==> config.mk <==
export PLATFORM = sky130hd
export DESIGN_NAME = cdc_rx_word_packer
export DESIGN_NICKNAME = d
export VERILOG_FILES = /design/src/rtl/cdc_pkg.sv /design/src/rtl/sync_fifo_fwft.sv /design/src/rtl/cdc_rx_word_packer.sv
export SDC_FILE = /design/constraint.sdc
export NUM_CORES = 1
export LEC_CHECK = 0
export ABC_AREA = 1
export CAP_MARGIN = 40
export CORE_MARGIN = 1
export CORE_UTILIZATION = 35
export DETAILED_ROUTE_END_ITERATION = 7
export GPL_TIMING_DRIVEN = 0
export PLACE_DENSITY_LB_ADDON = 0.2
export SYNTH_ARGS = -nofsm -noshare
export SYNTH_HDL_FRONTEND = slang
export SYNTH_SLANG_ARGS = --single-unit
==> constraint.sdc <==
create_clock -name clk_i -period 5.2 [get_ports clk_i]
set_input_delay 1.3 -clock clk_i [delete_from_list [all_inputs] [get_ports clk_i]]
set_output_delay 1.3 -clock clk_i [all_outputs]
set_load 0.005 [all_outputs]
==> src/rtl/cdc_pkg.sv <==
// Shared CDC byte-path definitions used by the synchronizer, its upstream source
// and the destination-side word packer.
package cdc_pkg;

  localparam int unsigned BYTE_W = 8;

  typedef logic [BYTE_W-1:0] byte_t;

endpackage

==> src/rtl/sync_fifo_fwft.sv <==
// Single-clock first-word-fall-through FIFO with occupancy count.
// A push into a full FIFO is accepted only when a pop happens on the same edge.
module sync_fifo_fwft #(
  parameter int unsigned WIDTH = 32,
  parameter int unsigned DEPTH = 4
) (
  input  logic                     clk_i,
  input  logic                     rst_i,
  input  logic                     push_i,
  input  logic [WIDTH-1:0]         din_i,
  output logic                     full_o,
  input  logic                     pop_i,
  output logic                     empty_o,
  output logic [WIDTH-1:0]         dout_o,
  output logic [$clog2(DEPTH):0]   level_o
);

  localparam int unsigned AW = $clog2(DEPTH);
  localparam int unsigned LW = AW + 1;

  logic [WIDTH-1:0] r_mem [DEPTH];
  logic [AW-1:0]    r_wr_ptr;
  logic [AW-1:0]    r_rd_ptr;
  logic [LW-1:0]    r_level;

  logic w_full;
  logic w_empty;
  logic w_push;
  logic w_pop;

  assign w_full  = (r_level == LW'(DEPTH));
  assign w_empty = (r_level == '0);
  assign w_pop   = pop_i && !w_empty;
  assign w_push  = push_i && (!w_full || w_pop);

  // Storage and pointers; power-of-two depth lets the pointers wrap naturally.
  always_ff @(posedge clk_i) begin
    if (rst_i) begin
      r_wr_ptr <= '0;
      r_rd_ptr <= '0;
      r_level  <= '0;
      for (int i = 0; i < int'(DEPTH); i++) r_mem[i] <= '0;
    end else begin
      if (w_push) begin
        r_mem[r_wr_ptr] <= din_i;
        r_wr_ptr        <= r_wr_ptr + AW'(1);
      end
      if (w_pop) r_rd_ptr <= r_rd_ptr + AW'(1);
      if (w_push && !w_pop)      r_level <= r_level + LW'(1);
      else if (w_pop && !w_push) r_level <= r_level - LW'(1);
    end
  end

  assign full_o  = w_full;
  assign empty_o = w_empty;
  assign dout_o  = r_mem[r_rd_ptr];
  assign level_o = r_level;

endmodule

==> src/rtl/cdc_rx_word_packer.sv <==
// Packs synchronized byte strobes little-endian into NB-byte words, buffers them
// in a FWFT FIFO for a valid/ready consumer, and tracks dropped words on overflow.
module cdc_rx_word_packer
  import cdc_pkg::*;
#(
  parameter int unsigned NB    = 4,
  parameter int unsigned DEPTH = 4
) (
  input  logic                    clk_i,
  input  logic                    rst_i,
  input  logic                    in_pulse,
  input  byte_t                   din,
  input  logic                    flush_i,
  input  logic                    ovf_clr_i,
  output logic                    m_valid,
  input  logic                    m_ready,
  output logic [BYTE_W*NB-1:0]    m_data,
  output logic [$clog2(DEPTH):0]  level_o,
  output logic                    ovf_o,
  output logic [7:0]              drop_cnt
);

  localparam int unsigned WORD_W = BYTE_W * NB;
  localparam int unsigned CW     = $clog2(NB);

  logic [CW-1:0]              r_cnt;
  logic [NB-1:0][BYTE_W-1:0]  r_asm;
  logic                       r_ovf;
  logic [7:0]                 r_drop_cnt;

  logic [NB-1:0][BYTE_W-1:0]  w_word;
  logic                       w_last;
  logic                       w_complete;
  logic                       w_full;
  logic                       w_empty;
  logic                       w_pop;
  logic                       w_drop;

  assign w_last     = (r_cnt == CW'(NB - 1));
  assign w_complete = in_pulse && !flush_i && w_last;
  assign w_pop      = !w_empty && m_ready;
  assign w_drop     = w_complete && w_full && !w_pop;

  // Completed word takes the live byte in the top lane, earlier lanes from the register.
  always_comb begin
    w_word         = r_asm;
    w_word[NB-1]   = din;
  end

  // Lane counter and assembly register; flush discards the byte on the same cycle.
  always_ff @(posedge clk_i) begin
    if (rst_i) begin
      r_cnt <= '0;
      r_asm <= '0;
    end else if (flush_i) begin
      r_cnt <= '0;
    end else if (in_pulse) begin
      r_asm[r_cnt] <= din;
      r_cnt        <= w_last ? '0 : r_cnt + CW'(1);
    end
  end

  // Sticky overflow (set beats clear) and saturating drop counter.
  always_ff @(posedge clk_i) begin
    if (rst_i) begin
      r_ovf      <= 1'b0;
      r_drop_cnt <= '0;
    end else begin
      if (w_drop)         r_ovf <= 1'b1;
      else if (ovf_clr_i) r_ovf <= 1'b0;
      if (w_drop && (r_drop_cnt != 8'hFF)) r_drop_cnt <= r_drop_cnt + 8'd1;
    end
  end

  sync_fifo_fwft #(
    .WIDTH (WORD_W),
    .DEPTH (DEPTH)
  ) u_fifo (
    .clk_i   (clk_i),
    .rst_i   (rst_i),
    .push_i  (w_complete),
    .din_i   (WORD_W'(w_word)),
    .full_o  (w_full),
    .pop_i   (m_ready),
    .empty_o (w_empty),
    .dout_o  (m_data),
    .level_o (level_o)
  );

  assign m_valid  = !w_empty;
  assign ovf_o    = r_ovf;
  assign drop_cnt = r_drop_cnt;

endmodule

==> metrics.yaml, run 1 <==
status:
  outcome: "finished clean"
logic_synthesis:
  yosys-mux-area-fraction: 0
  syn_avg_cell_area_um2: 9.865
  synth-xor-area-share: 0.002364
  syn_area_mm2: 0.007408
  ys_types: 28
  syn_inst: 751
  yosysSeqAreaShare: 0.6377
  ys_seq_elements: 172
  synth_fa_ha_area_frac: 0.01284
  yosysWarnings: 0
  synth-simple-area-share: 0.1579
  synth-edff-count: 128
  synthArstFlopShare: 0
  synth_top_family_by_area: "simple AND/OR/NAND/NOR gates"
  synth_nets: 772
  synth_compound_area_frac: 0.1192
  synth_ff_type: "edfxtp_1"
timing:
  rsz0062_at_grt: "false"
  finClkSkew_ns: 0.008953
  slew_violations: 0
  period_needed_ns: 3.971
  timing.hold.ws_ns: 0.4664
  final.setup.tns_ns: 0
  timing.final.crit_share: 0.7637
  worst_pin_slew_ns: 0.7988
  max_freq_ghz: 0.2518
  slew_headroom: 0.4675
  hold_viol: 0
  setup_viol: 0
clock_network:
  cts_resized: 0
  cts_buffers: 17
  path_clk_slew_ns: 0.06
  post-cts-setup-buffers: 0
  cts_tree: "done"
  clockBufferDepth: 2
  holdBufCountCts: 0
  cts.htree.levels: 4
  ctsRootBufferMaster: "clkbuf_16"
  cts_sinks: 172
  worstSkewPairLatency_ns: 0.43
grt:
  antenna_found_initial: 0
  grt_max_degree: 28
  grt_pass1_wl_um: 28940
  grt.total_usage: 0.1792
  grt_overflow_total: 0
  grt_pass1_vias: 5303
die:
  initial_core_util: 0.3615
  core_mm2: 0.02049
  dieHeight_um: 147.5
  rows: 52
  ioPinCount: 59
  die_width_um: 147.5
  die_area_mm2: 0.02175
place:
  port-buffer-count: 56
  dp.cells: 1082
  hpwl_um: 12570
  gp_congestion: 0.7731
power_and_ir_drop:
  p_per_area_mw_per_mm2: 402.7
  power.leakage_nw: 3.366
  peakVddDrop_mv: 0.2518
  finalPower_mw: 3.635
worst_hold_path:
  min_path_type: "register to register"
  min_delay_path_depth: 2
  min_from: "u_fifo.r_rd_ptr[1]$_SDFFE_PP0N_"
worst_setup_path:
  r2r_cells: 9
  cp-start-kind: "register"
  path_max_fanout: 10
  r2r-start: "r_cnt[0]$_SDFFE_PP0P_"
  cp-end-kind: "primary output"
  critical_path_class: "register to primary output"
  required_ns: 3.90
  reg2reg_slack_ns: 2.98
  arrival_ns: 2.67
finish:
  stdcell_count: 1114
  synthToLayoutAreaGrowth_pct: 21.84
  final_nets: 852
  diodes: 0
  drive_gt1_frac: 0.09953
job:
  drv_cap: 0
route:
  drt-total-wl_um: 18640
  vias: 5425
  wl_met1_um: 8288
  drtPass1Iterations: 4
  top_layer: "met4"
  antenna_left: 0
  viasPerCell: 4.870
  drc_errors: 0
  dr_wl_met3_um: 879
  avgRoutedWirePerCell_um: 16.73
  first_iter_violations: 334
  wl_met2_um: 9256
[synth_stat cells, types with 3 or more instances]
library cell / count / area, um2
a21oi_1: 37 / 185.2
buf_1: 4 / 15.01
buf_2: 3 / 15.01
buf_4: 3 / 22.52
buf_6: 4 / 45.04
clkbuf_1: 25 / 93.84
dfxtp_1: 44 / 880.8
edfxtp_1: 128 / 3844
ha_1: 6 / 75.07
inv_1: 83 / 311.6
nand2_1: 71 / 266.5
nand3_1: 11 / 55.05
nor2_1: 159 / 596.8
nor2_2: 27 / 168.9
o21ai_0: 98 / 490.5
o22ai_1: 32 / 200.2
[final timing paths]
path	end
max	m_data[16]
max reg2reg	u_fifo.r_mem[0][31]$_SDFFCE_PN0P_
min	u_fifo.r_rd_ptr[1]$_SDFFE_PP0N_
min reg2reg	u_fifo.r_rd_ptr[1]$_SDFFE_PP0N_
[cell families (layout without fill, tap and decap cells)]
family | count (synthesis) | in the layout
buffers and inverters | 126 | 219
xor gates and xnor gates | 2 | 2
and+or+nand+nor | 276 | 276
adders and majority gates | 7 | 7
DFF | 172 | 172
AOI/OAI and AO/OA | 168 | 168
[per-stage QoR]
stage	setup WS, ns	area, um2	util
floorplan	0.6176	7408	-
global placement	-1.994	8307	0.4053
detailed placement	1.704	8463	0.4129
CTS	1.237	9026	0.4404
global route	1.092	9026	0.4404
finish	1.229	9026	0.4404
[cell type report]
type / instances / area, um2
plain buffers: 39 / 191.4
clock buffers: 17 / 425.4
clock inverters: 15 / 137.6
fillers: 2021 / 11470
inverters: 87 / 326.6
multi-input cells: 453 / 2205
flip-flops and latches: 172 / 4725
well taps: 270 / 337.8
repair buffers: 61 / 678.2
[registers in the layout, indices dropped and copies added, names as in the netlist, named ones only]
| name | flops |
|---|---|
| drop_cnt | 8 |
| ovf_o | 1 |
| r_asm | 24 |
| r_cnt | 2 |
| u_fifo.level_o | 3 |
| u_fifo.r_mem | 128 |
| u_fifo.r_rd_ptr | 2 |
| u_fifo.r_wr_ptr | 2 |
[metal layers]
metal | vias up | global-route usage
met3 | 17 | 0.03642
met2 | 135 | 0.3033
li1 | 2669 | -
met5 | - | 0
met4 | 0 | 0.05103
met1 | 2604 | 0.2319
[where the power goes]
group          total (mW)  switching, mW  internal [mW]  leakage, nW
Combinational       0.844          0.465          0.379         1.41
Sequential           1.56         0.0322           1.53         1.68
Clock                1.23          0.561          0.669        0.277
[placed cells by master, fill, tap and decap left out, types with 2 or more instances in the layout]
cell	synthesis	layout
nand2_1	71	70
o21ai_4	0	2
clkbuf_16	0	17
clkdlybuf4s50_1	0	56
o21ai_0	98	96
inv_1	83	83
a21oi_1	37	37
buf_1	4	4
nand3_1	11	11
buf_4	3	3
buf_6	4	4
buf_16	0	3
clkbuf_1	25	25
clkinv_2	0	4
dfxtp_1	44	44
inv_2	2	2
nor3_1	2	2
edfxtp_1	128	128
ha_1	6	6
clkinvlp_4	0	2
buf_2	3	3
nor2_2	27	27
nor2_1	159	159
o22ai_1	32	32
clkinv_1	2	2
inv_6	0	7
xor2_1	2	2
[worst max-delay path, cell delays in order (launching register included)]
cell	delay, ns
dfxtp_1	0.33
buf_2	0.19
clkinv_1	0.21
clkbuf_1	0.51
o21ai_0	0.17
o22ai_1	0.27
clkdlybuf4s50_1	0.57
No activity file was read; power rests on OpenSTA's default activity.
==> run 2: changes to the inputs <==
clock period = 4.08 ns   (was 5.2 ns; I/O delays follow)
==> metrics.yaml, run 2 (synthesis gave the netlist of run 1 again) <==
status:
  outcome: "finished clean"  # unchanged
clock_network:
  cts_sinks: 172  # unchanged
  cts.htree.levels: 4  # unchanged
  worstSkewPairLatency_ns: 0.43  # about the same
  ctsRootBufferMaster: "clkbuf_16"  # unchanged
  holdBufCountCts: 0  # unchanged
  post-cts-setup-buffers: 0  # unchanged
  cts_tree: "done"  # unchanged
  cts_resized: 0  # unchanged
  cts_buffers: 17  # unchanged
  clockBufferDepth: 2  # unchanged
  path_clk_slew_ns: 0.06  # about the same
route:
  drt-total-wl_um: 18290  # was 18640 um
  drc_errors: 0  # unchanged
  vias: 5380  # was 5425
  avgRoutedWirePerCell_um: 16.42  # was 16.73 um
  antenna_left: 0  # unchanged
  drtPass1Iterations: 4  # unchanged
  first_iter_violations: 304  # was 334
  viasPerCell: 4.829  # was 4.870
worst_setup_path:
  cp.buffers_inverters: 4  # unchanged
  arrival_ns: 2.65  # was 2.67 ns
  max_stage_delay_ns: 0.56  # was 0.57 ns
  path_depth: 6  # unchanged
  required_ns: 3.06  # was 3.90 ns
  critical-path-slowest-cell: "clkdlybuf4s50_1"  # unchanged
  r2r_cells: 9  # unchanged
  cp-start-kind: "register"  # unchanged
  cp_cell_sequence: "buf_2 > clkinv_1 > clkbuf_1 > o21ai_0 > o22ai_1 > clkdlybuf4s50_1"  # unchanged
  path_max_fanout: 10  # unchanged
  cp-end-kind: "primary output"  # unchanged
  cp_top_family: "buffers and inverters"  # unchanged
  critical_path_class: "register to primary output"  # unchanged
  reg2reg_slack_ns: 1.82  # was 2.98 ns
die:
  rows: 52  # unchanged
  core_mm2: 0.02049  # unchanged
  dieHeight_um: 147.5  # unchanged
  die_area_mm2: 0.02175  # unchanged
  die_width_um: 147.5  # unchanged
  ioPinCount: 59  # unchanged
  initial_core_util: 0.3615  # unchanged
finish:
  final_nets: 852  # unchanged
  fin_util: 0.4400  # was 0.4404
  fillers: 2008  # was 2021
  max_flop_register: "u_fifo.r_mem"  # unchanged
  layout_commonest_cell: "nor2_1"  # unchanged
  multi_input_comb_area_mm2: 0.002205  # unchanged
  drive_gt1_frac: 0.09716  # was 0.09953
  synthToLayoutAreaGrowth_pct: 21.72  # was 21.84%
  diodes: 0  # unchanged
  final_cell_mix: "nor2_1, edfxtp_1, o21ai_0"  # unchanged
  regArea_mm2: 0.004725  # unchanged
  fin_area_mm2: 0.009017  # was 0.009026 mm2
  largest_register_ffs: 128  # unchanged
grt:
  antenna_found_initial: 0  # unchanged
  grt_pass1_vias: 5121  # was 5303
  grt.total_usage: 0.1753  # was 0.1792
  grt_overflow_total: 0  # unchanged
  grt_max_degree: 26  # was 28
  grt_pass1_wl_um: 28320  # was 28940 um
timing:
  finClkSkew_ns: 0.006454  # was 0.008953 ns
  worst_pin_slew_ns: 0.7683  # was 0.7988 ns
  rsz0062_at_grt: "false"  # unchanged
  max_freq_ghz: 0.2723
  setup_viol: 0  # unchanged
  slew_headroom: 0.4878  # was 0.4675
  hold_viol: 0  # unchanged
  timing.final.crit_share: 0.9002
  period_needed_ns: 3.673
  slew_violations: 0  # unchanged
place:
  port-buffer-count: 56  # unchanged
  gp_congestion: 0.7748  # was 0.7731
  hpwl_um: 12300  # was 12570 um
  placed_cell_area_mm2: 0.008456  # was 0.008463 mm2
job:
  drv_cap: 0  # unchanged
worst_hold_path:
  min_delay_path_depth: 2  # unchanged
  min_path_type: "register to register"  # unchanged
power_and_ir_drop:
  peakVddDrop_mv: 0.3233  # was 0.2518 mV
  p_per_area_mw_per_mm2: 510.1  # was 402.7 mW/mm2
  power.leakage_nw: 3.341  # was 3.366 nW
run 2: cell type report:
| cell class | instances | share of cell area |
|---|---|---|
| Clock buffer | 19 | 0.04912 |
| Clock inverter | 13 | 0.01318 |
| Multi-Input combinational cell | 453 | 0.2445 |
| Tap cell | 270 | 0.03746 |
| Sequential cell | 172 | 0.5239 |
| Timing Repair Buffer | 61 | 0.07437 |
| Buffer | 39 | 0.02123 |
| Inverter | 87 | 0.03621 |
run 2: where the power goes:
part	total [mW]	switching (mW)	internal, mW
Clock	1.54	0.687	0.858
Sequential	1.99	0.0382	1.95
Combinational	1.07	0.587	0.483
Total	4.60	1.31	3.29
run 2: worst paths after layout:
| path | end | from |
|---|---|---|
| min reg2reg | r_asm[21]$_SDFFE_PP0P_ | r_asm[21]$_SDFFE_PP0P_ |
| min | r_asm[21]$_SDFFE_PP0P_ | r_asm[21]$_SDFFE_PP0P_ |
| max reg2reg | u_fifo.r_mem[0][12]$_SDFFCE_PN0P_ | r_cnt[0]$_SDFFE_PP0P_ |
| max | m_data[17] | register |
run 2: worst register-to-register path, stage by stage (launching register included):
cell	delay, ns
dfxtp_1	0.38
ha_1	0.21
nand3_2	0.12
inv_2	0.09
nand2_4	0.12
nor2_8	0.18
nand3_4	0.14
buf_6	0.20
nand2_2	0.25
buf_12	0.24
run 2: routing by layer:
metal / routed length, um / track usage / vias to the layer above / share of wire
met1: 8415 / 0.2297 / 2575 / 0.46
met4: 234 / 0.05155 / 0 / 0.013
li1: - / - / 2671 / -
met3: 790 / 0.03858 / 21 / 0.043
met2: 8847 / 0.2903 / 113 / 0.48
met5: 0 / 0 / - / 0
run 2: metrics by stage:
stage          hold slack [ns]  setup slack, ns  TNS (ns)  cells  total power [mW]
2_1_floorplan           0.4329         -0.08611    -5.511    751             2.514
3_3_place_gp            0.4506           -2.423   -185.02   1077             3.098
3_5_place_dp            0.4556           0.8351         0   1082             3.109
4_1_cts                 0.4730           0.4259         0   1114             4.645
5_1_grt                 0.4892           0.2600         0   1114             4.805
6_report                0.4760           0.4072         0   1114             4.600
==> run 3: changes to the inputs <==
CORE_UTILIZATION = 50   (was 35)
==> metrics.yaml, run 3 (synthesis gave the netlist of run 1 again) <==
finish:
  final_nets: 853  # was 852
  largest_register_ffs: 128  # unchanged
  layout_commonest_cell: "nor2_1"  # unchanged
  diodes: 0  # unchanged
  drive_gt1_frac: 0.09941  # was 0.09716
  fin_util: 0.6222  # was 0.4400
  max_flop_register: "u_fifo.r_mem"  # unchanged
  synthToLayoutAreaGrowth_pct: 21.60  # was 21.72%
  final_cell_mix: "nor2_1, edfxtp_1, o21ai_0"  # unchanged
power_and_ir_drop:
  finalPower_mw: 4.864  # was 4.600 mW
  p_per_area_mw_per_mm2: 540.0  # was 510.1 mW/mm2
  power.leakage_nw: 3.405  # was 3.341 nW
  peakVddDrop_mv: 0.4048  # was 0.3233 mV
timing:
  worst_pin_slew_ns: 0.7433  # was 0.7683 ns
  period_needed_ns: 3.590  # was 3.673 ns
  timing.final.crit_share: 0.8800  # was 0.9002
  rsz0062_at_grt: "false"  # unchanged
  setup_viol: 0  # unchanged
  hold_viol: 0  # unchanged
  slew_headroom: 0.5044  # was 0.4878
  max_freq_ghz: 0.2785  # was 0.2723 GHz
  finClkSkew_ns: 0.008983  # was 0.006454 ns
  final.setup.tns_ns: 0  # unchanged
  slew_violations: 0  # unchanged
clock_network:
  cts_tree: "done"  # unchanged
  path_clk_slew_ns: 0.06  # about the same
  cts.htree.levels: 4  # unchanged
  clockBufferDepth: 2  # unchanged
  worstSkewPairLatency_ns: 0.43  # about the same
  post-cts-setup-buffers: 0  # unchanged
  cts_resized: 0  # unchanged
  holdBufCountCts: 0  # unchanged
  cts_sinks: 172  # unchanged
  ctsRootBufferMaster: "clkbuf_16"  # unchanged
  cts_buffers: 17  # unchanged
grt:
  grt_max_degree: 29  # was 26
  use_met1: 0.3097  # was 0.2297
  use_met3: 0.04487  # was 0.03858
  grt.busiest_layer: "met2"  # unchanged
  grt_pass1_vias: 5533  # was 5121
  grt_overflow_total: 0  # unchanged
  grt_pass1_wl_um: 27950  # was 28320 um
  grt.total_usage: 0.2520  # was 0.1753
  grt_use_met2: 0.4257  # was 0.2903
  antenna_found_initial: 0  # unchanged
worst_setup_path:
  cp-end-kind: "primary output"  # unchanged
  reg2reg_slack_ns: 1.90  # was 1.82 ns
  arrival_ns: 2.57  # was 2.65 ns
  critical_path_class: "register to primary output"  # unchanged
  cp-start-kind: "register"  # unchanged
  path_max_fanout: 10  # unchanged
  required_ns: 3.06  # about the same
place:
  gp_congestion: 0.8254  # was 0.7748
  hpwl_um: 12130  # was 12300 um
  port-buffer-count: 56  # unchanged
worst_hold_path:
  min_path_type: "register to register"  # unchanged
die:
  die_width_um: 123.7  # was 147.5 um
  die_area_mm2: 0.01531  # was 0.02175 mm2
  core_mm2: 0.01448  # was 0.02049 mm2
  initial_core_util: 0.5117  # was 0.3615
  rows: 44  # was 52
  dieHeight_um: 123.7  # was 147.5 um
  ioPinCount: 59  # unchanged
route:
  vias: 5563  # was 5380
  drt-total-wl_um: 17950  # was 18290 um
  avgRoutedWirePerCell_um: 17.44  # was 16.42 um
  drtPass1Iterations: 5  # was 4
  viasPerCell: 5.406  # was 4.829
  antenna_left: 0  # unchanged
  first_iter_violations: 466  # was 304
  drc_errors: 0  # unchanged
status:
  outcome: "finished clean"  # unchanged
job:
  drv_cap: 0  # unchanged
-- run 3: cell count changes in the layout (fill, tap and decap cells not counted), sizes merged --
cell,before,now
clkbuf,44,43
clkinvlp,6,2
bufinv,1,6
buf,19,20
-- run 3: per-stage QoR --
step                      instance area (um2)  worst slack (ns)  instances  hold slack [ns]
after floorplan                          7413          -0.08611        751           0.4329
after global placement                   8204            -2.278        991           0.4452
after detailed placement                 8339            0.8717        997           0.4572
after CTS                                9009            0.5000       1029           0.4669
after global routing                     9009            0.3748       1029           0.4951
final                                    9009            0.4895       1029           0.4661
-- run 3: metal layers --
| layer | vias to the layer above | share of wire |
|---|---|---|
| met1 | 2652 | 0.40 |
| met2 | 182 | 0.51 |
| met4 | 0 | 0.035 |
| met5 | - | 0 |
| met3 | 51 | 0.055 |
| li1 | 2678 | - |
-- run 3: worst paths after layout --
| path | from | to | cells after the start |
|---|---|---|---|
| worst max register to register | r_cnt[0]$_SDFFE_PP0P_ | u_fifo.r_mem[3][6]$_DFFE_PP_ | 7 |
| worst min register to register | ovf_o$_SDFFE_PP0P_ | ovf_o$_SDFFE_PP0P_ | 2 |
| worst max-delay path | register | m_data[13] | 6 |
| worst min-delay path | ovf_o$_SDFFE_PP0P_ | ovf_o$_SDFFE_PP0P_ | 2 |
-- run 3: cell type report --
type / instances / area (um2)
inverters: 87 / 326.6
fillers: 1195 / 5470
repair buffers: 62 / 661.9
flip-flops and latches: 172 / 4725
multi-input cells: 453 / 2205
plain buffers: 39 / 191.4
well taps: 184 / 230.2
clock inverters: 14 / 240.2
clock buffers: 18 / 429.2
-- run 3: worst max-delay path: stages (launching register included) --
cell	delay [ns]
dfxtp_1	0.33
buf_2	0.19
clkinv_1	0.18
buf_1	0.56
nor2_1	0.11
o22ai_1	0.22
clkdlybuf4s50_1	0.54
-- run 3: where the power goes --
| part | internal, mW | total [mW] | leakage, nW | switching (mW) |
|---|---|---|---|---|
| combinational | 0.481 | 1.06 | 1.41 | 0.574 |
| sequential | 1.95 | 1.99 | 1.68 | 0.0412 |
| clock | 1.15 | 1.82 | 0.321 | 0.669 |
